--- src/rtl/mbe_pkg.sv ---
// mbe_pkg: shared FSM states, digit type and sizing helpers for the radix-8 Booth multiplier.
package mbe_pkg;
  localparam int MANT_W_DEF = 24;
  typedef enum logic [1:0] {S_IDLE, S_PRE, S_ACC, S_DONE} state_t;
  typedef struct packed {
    logic neg;
    logic one;
    logic two;
    logic three;
    logic four;
  } digit_t;
  function automatic int num_dig(input int w);
    return (w + 3) / 3;
  endfunction
  // Sign plus one-hot magnitude; a zero digit leaves every magnitude bit clear.
  function automatic digit_t recode(input logic [3:0] bits);
    logic [2:0] s;
    logic [2:0] m;
    s = {1'b0, bits[2], 1'b0} + {2'b0, bits[1]} + {2'b0, bits[0]};
    m = bits[3] ? 3'd4 - s : s;
    return '{neg: bits[3], one: m == 3'd1, two: m == 3'd2, three: m == 3'd3, four: m == 3'd4};
  endfunction
endpackage

--- src/rtl/mbe_digit_sel.sv ---
// mbe_digit_sel: selects the signed multiple d*A (d in -4..+4) for one radix-8 Booth digit.
module mbe_digit_sel
  import mbe_pkg::*;
#(
  parameter int W = MANT_W_DEF
) (
  input  logic [3:0]          i_bits,
  input  logic [W-1:0]        i_a,
  input  logic [W:0]          i_a2,
  input  logic [W+1:0]        i_a3,
  input  logic [W+1:0]        i_a4,
  output logic signed [W+3:0] o_term
);
  digit_t      w_d;
  logic [W+3:0] w_mag;
  assign w_d   = recode(i_bits);
  assign w_mag = w_d.one   ? {4'b0, i_a}  :
                 w_d.two   ? {3'b0, i_a2} :
                 w_d.three ? {2'b0, i_a3} :
                 w_d.four  ? {2'b0, i_a4} : '0;
  assign o_term = w_d.neg ? -w_mag : w_mag;
endmodule

--- src/rtl/mbe_seq_mant_mult.sv ---
// mbe_seq_mant_mult: sequential radix-8 Booth mantissa multiplier, one digit per cycle.
// Define MBE_EARLY_TERM_EN to finish as soon as the remaining multiplier digits are all zero.
module mbe_seq_mant_mult
  import mbe_pkg::*;
#(
  parameter int MANT_W = MANT_W_DEF
) (
  input  logic                  clk,
  input  logic                  rst,
  input  logic                  in_valid,
  output logic                  in_ready,
  input  logic [MANT_W-1:0]     a,
  input  logic [MANT_W-1:0]     b,
  output logic                  out_valid,
  input  logic                  out_ready,
  output logic [2*MANT_W-1:0]   prod,
  output logic                  busy
);
  localparam int ND = num_dig(MANT_W);
  localparam int BW = 3 * ND + 1;
  localparam int AW = 2 * MANT_W + 2;
  localparam int TW = MANT_W + 4;
  localparam int IW = ND > 1 ? $clog2(ND) : 1;
  state_t               r_state, w_next;
  logic [MANT_W-1:0]    r_a;
  logic [MANT_W+1:0]    r_a3;
  logic [BW-1:0]        r_bx;
  logic [AW-1:0]        r_acc;
  logic [IW-1:0]        r_idx;
  logic signed [TW-1:0] w_term;
  logic [AW-1:0]        w_add;
  logic [IW+1:0]        w_sh;
  logic                 w_last;
  mbe_digit_sel #(.W(MANT_W)) u_sel (
    .i_bits(r_bx[3:0]),
    .i_a   (r_a),
    .i_a2  ({r_a, 1'b0}),
    .i_a3  (r_a3),
    .i_a4  ({r_a, 2'b00}),
    .o_term(w_term)
  );
  assign w_sh  = {1'b0, r_idx, 1'b0} + {2'b0, r_idx};
  assign w_add = {{(AW - TW){w_term[TW-1]}}, w_term} << w_sh;
  // r_bx shifts right by a digit each cycle, so bits [BW-1:3] are the untouched b bits.
`ifdef MBE_EARLY_TERM_EN
  assign w_last = (r_idx == IW'(ND - 1)) || (r_bx[BW-1:3] == '0);
`else
  assign w_last = r_idx == IW'(ND - 1);
`endif
  always_comb begin
    w_next = r_state;
    case (r_state)
      S_IDLE:  w_next = in_valid ? S_PRE : S_IDLE;
      S_PRE:   w_next = S_ACC;
      S_ACC:   w_next = w_last ? S_DONE : S_ACC;
      default: w_next = out_ready ? S_IDLE : S_DONE;
    endcase
  end
  always_ff @(posedge clk or posedge rst) begin
    if (rst) begin
      r_state <= S_IDLE;
      r_a     <= '0;
      r_a3    <= '0;
      r_bx    <= '0;
      r_acc   <= '0;
      r_idx   <= '0;
    end else begin
      r_state <= w_next;
      if (r_state == S_IDLE && in_valid) begin
        r_a   <= a;
        r_bx  <= BW'({b, 1'b0});
        r_acc <= '0;
        r_idx <= '0;
      end
      if (r_state == S_PRE) r_a3 <= {2'b0, r_a} + {1'b0, r_a, 1'b0};
      if (r_state == S_ACC) begin
        r_acc <= r_acc + w_add;
        r_bx  <= r_bx >> 3;
        r_idx <= r_idx + 1'b1;
      end
    end
  end
  assign in_ready  = r_state == S_IDLE;
  assign out_valid = r_state == S_DONE;
  assign busy      = r_state == S_PRE || r_state == S_ACC;
  assign prod      = out_valid ? r_acc[2*MANT_W-1:0] : '0;
  a_upper_zero: assert property (@(posedge clk) disable iff (rst)
    r_state == S_DONE |-> r_acc[AW-1:2*MANT_W] == '0);
endmodule

--- config.mk ---
export PLATFORM = sky130hd
export DESIGN_NAME = mbe_seq_mant_mult
export DESIGN_NICKNAME = d
export VERILOG_FILES = /design/src/rtl/mbe_pkg.sv /design/src/rtl/mbe_digit_sel.sv /design/src/rtl/mbe_seq_mant_mult.sv
export SDC_FILE = /design/constraint.sdc
export NUM_CORES = 1
export LEC_CHECK = 0
export BUFFER_PORTS_ARGS = -buffer_cell sky130_fd_sc_hd__buf_2
export CAP_MARGIN = 20
export CORE_UTILIZATION = 65
export DETAILED_ROUTE_END_ITERATION = 8
export PLACE_DENSITY = 0.85
export SETUP_SLACK_MARGIN = 0.4
export SLEW_MARGIN = 20
export SYNTH_ARGS = -nofsm -noshare
export SYNTH_HDL_FRONTEND = slang
export SYNTH_SLANG_ARGS = --single-unit
--- constraint.sdc ---
create_clock -name clk -period 13.97 [get_ports clk]
set_input_delay 0 -clock clk [delete_from_list [all_inputs] [get_ports clk]]
set_output_delay 0 -clock clk [all_outputs]
set_load 0.05 [all_outputs]
==> results.yml <==
outcome:
  status: "completed"
layout:
  final_cell_mix: "nand2_1 (291), o21ai_0 (146), a21oi_1 (130), dfrtp_1 (128), nor2_1 (115)"
  synthToLayoutAreaGrowth_pct: 11.6
  drive_above_1_share_pct: 13.0
  final_nets: 2000
  fillers: 1582
  layout_commonest_cell: "nand2_1"
route:
  vias: 14300
  wl_per_cell_um: 19.9
  drtIter0Drc: 1676
  drc: 0
  ant_nets: 0
  wl_mm: 42.5
  routed_via_density: 6.68
  first_pass_iters: 8
worst_setup_path:
  cp_max_fo: 63
  crit_path_start_kind: "register"
  endpoint_kind: "register"
  critical_path_arrival_ns: 9.30
  cp.required_ns: 14.29
  criticalPathCategory: "reg2reg"
  ff2ff_setup_slack_ns: 4.99
worst_hold_path:
  hp-class: "in2reg"
global_routing:
  gr-total-overflow: 0
  met2_usage_pct: 62.5
  met1_usage_pct: 52.9
  grt_pass1_wl_mm: 68.7
  top_usage_layer: "met2"
  grt_start_max_net_pins: 96
  antenna_found_initial: 0
  first_global_vias: 13500
  grtUsageTotal_pct: 39.0
  gr-usage-met3_pct: 7.25
timing:
  period_minus_slack_ns: 8.98
  max_freq_ghz: 0.111
  worst-slew-pin-transition_ns: 1.07
  relSlewSlack_pct: 28.6
  finalCritPeriodShare_pct: 64.3
  hold_viol: 0
  setup_viol: 0
  fin_skew_ns: 0.0146
  drv_slew: 0
  setup_tns_ns: 0
  rsz0062_at_grt: "false"
synthesis:
  synth-seq-area-share_pct: 23.4
  syn_inst: 1785
  avgSynthCellArea_um2: 7.74
  ys.flop_type: "dfrtp_1"
  synth_warnings: 0
  yosysUniqueCellTypes: 100
  synth_edf_count: 0
  synth_nets: 1926
  synthArstFlopShare_pct: 100
  syn-cell-area_um2: 13800
  ys_ff_latch: 129
clock_tree:
  cts_setup_buffers: 0
  cts_buffers: 17
  ctsRootBufferMaster: "clkbuf_16"
  clk_latency_ns: 0.44
  cts-resized-gates: 0
  cts_max_path_buffers: 2
  cts_htree_levels: 4
  cts.clk_slew.worst_paths_ns: 0.07
  tritoncts: "yes"
  cts_sinks: 129
die:
  die_height_um: 148
  start_util_pct: 67.2
  ios: 103
  dieArea_um2: 21800
  rows: 52
  core_area_um2: 20600
  die_w_um: 148
flow_run:
  drv_cap: 0
place:
  gp_congestion: 0.983
  port_buffers: 102
  dp_hpwl_mm: 27.9
==> synthesized netlist by cell type (all sizes together) (10+ instances only) <==
master | number | area, µm²
a21o | 33 | 248
a21oi | 131 | 659
a2bb2oi | 13 | 114
a31oi | 16 | 100
and2 | 57 | 359
and3 | 15 | 93.8
buf | 43 | 280
clkbuf | 74 | 278
dfrtp | 129 | 3230
ha | 86 | 1080
inv | 39 | 146
mux2 | 28 | 319
mux2i | 65 | 651
nand2 | 292 | 1100
nand2b | 41 | 264
nand3 | 41 | 210
nand4 | 10 | 81.3
nor2 | 117 | 444
nor2b | 19 | 119
nor3 | 39 | 195
o211ai | 13 | 108
o21a | 13 | 97.6
o21ai | 148 | 744
o21bai | 12 | 90.1
o22ai | 24 | 175
o2bb2ai | 13 | 114
o31ai | 13 | 97.6
or3 | 14 | 87.6
xnor2 | 59 | 524
xor2 | 19 | 166
==> stage by stage <==
| stage | util, % | cell area, µm² | hold slack (ns) | std cells | worst slack (ns) |
|---|---|---|---|---|---|
| 2_1_floorplan | - | 13800 | 0.0890 | 1785 | 7.26 |
| 3_3_place_gp | 69.7 | 14300 | 0.110 | 2060 | 5.62 |
| 3_5_place_dp | 69.7 | 14300 | 0.120 | 2060 | 5.38 |
| 4_1_cts | 74.9 | 15400 | 0.106 | 2142 | 5.33 |
| 5_1_grt | 75.0 | 15400 | 0.148 | 2142 | 4.35 |
| 6_report | 75.0 | 15400 | 0.118 | 2143 | 4.99 |
==> cell type report <==
class,instances,area [µm²],area share [%]
clock inverter,14,140,0.909
tap,270,338,2.19
clock buffer,18,439,2.85
timing repair buffer,172,1170,7.58
inverter,41,156,1.01
antenna,1,2.50,0.0162
multi-input combinational,1498,9940,64.5
sequential,129,3230,20.9
==> kinds of logic after synthesis <==
family	Yosys count	synth area share (%)
AO/OA/AOI/OAI	535	25.6
AND/OR/NAND/NOR	695	24.3
flip-flops	129	23.4
multiplexers	101	8.32
XOR/XNOR	78	5.00
adder cells (fa/ha/maj)	89	8.22
buffers and inverters	158	5.15
==> path summary, 6_finish.rpt <==
kind | from | endpoint | cells past startpoint
setup reg to reg | r_bx[0]$_DFFE_PP0P_ | r_acc[47]$_DFFE_PP0P_ | 27
hold reg to reg | r_a3[11]$_DFFE_PP0N_ | r_a3[11]$_DFFE_PP0N_ | 1
setup / recovery | r_bx[0]$_DFFE_PP0P_ | r_acc[47]$_DFFE_PP0P_ | 27
min in group asynchronous | rst | r_a3[20]$_DFFE_PP0N_ | 3
max in group asynchronous | rst | r_acc[16]$_DFFE_PP0P_ | 4
hold / removal | in_valid | r_idx[1]$_DFFE_PP0P_ | 3
==> sequential cells by signal (all words and copies together) (netlist names) <==
register and flops:
r_acc 48, r_a3 26, r_bx 25, r_a 24
r_idx 4, r_state 2
==> repair_timing <==
item,CTS,global route
hold endpoints to repair,98,0
endpoints found under the setup margin,0,0
hold buffers,50,0
==> critical path: stages, from the launching register on <==
cell and delay, ns:
dfrtp_1 0.38, ha_1 0.20, ha_2 0.26, buf_4 0.31, xnor2_2 0.91, a2bb2oi_1 0.18, o22ai_2 0.28, nand4_2 0.31
or4_1 0.76, o31ai_1 0.33, xor2_1 0.32, mux2i_1 0.17, mux2i_1 0.30, nor2_1 0.07, o22ai_1 0.28, nor2_1 0.09
ha_1 0.39, nand3_1 0.13, or2_2 0.35, o31ai_1 0.84, a31o_2 0.30, a41oi_1 0.18, o211ai_1 0.37, nand2_1 0.16
o311ai_0 0.53, nand2_1 0.13, xnor2_1 0.18, o211ai_1 0.11
==> routing by layer <==
layer	share of wire, %	up-vias	routed length, µm
li1	-	6614	-
met2	45	826	19200
met5	0	-	0
met3	9.8	141	4180
met1	42	6724	18000
met4	2.7	0	1150
Power is not shown: default switching activity piles up to over one toggle a cycle in this logic, so the estimate is an artifact.
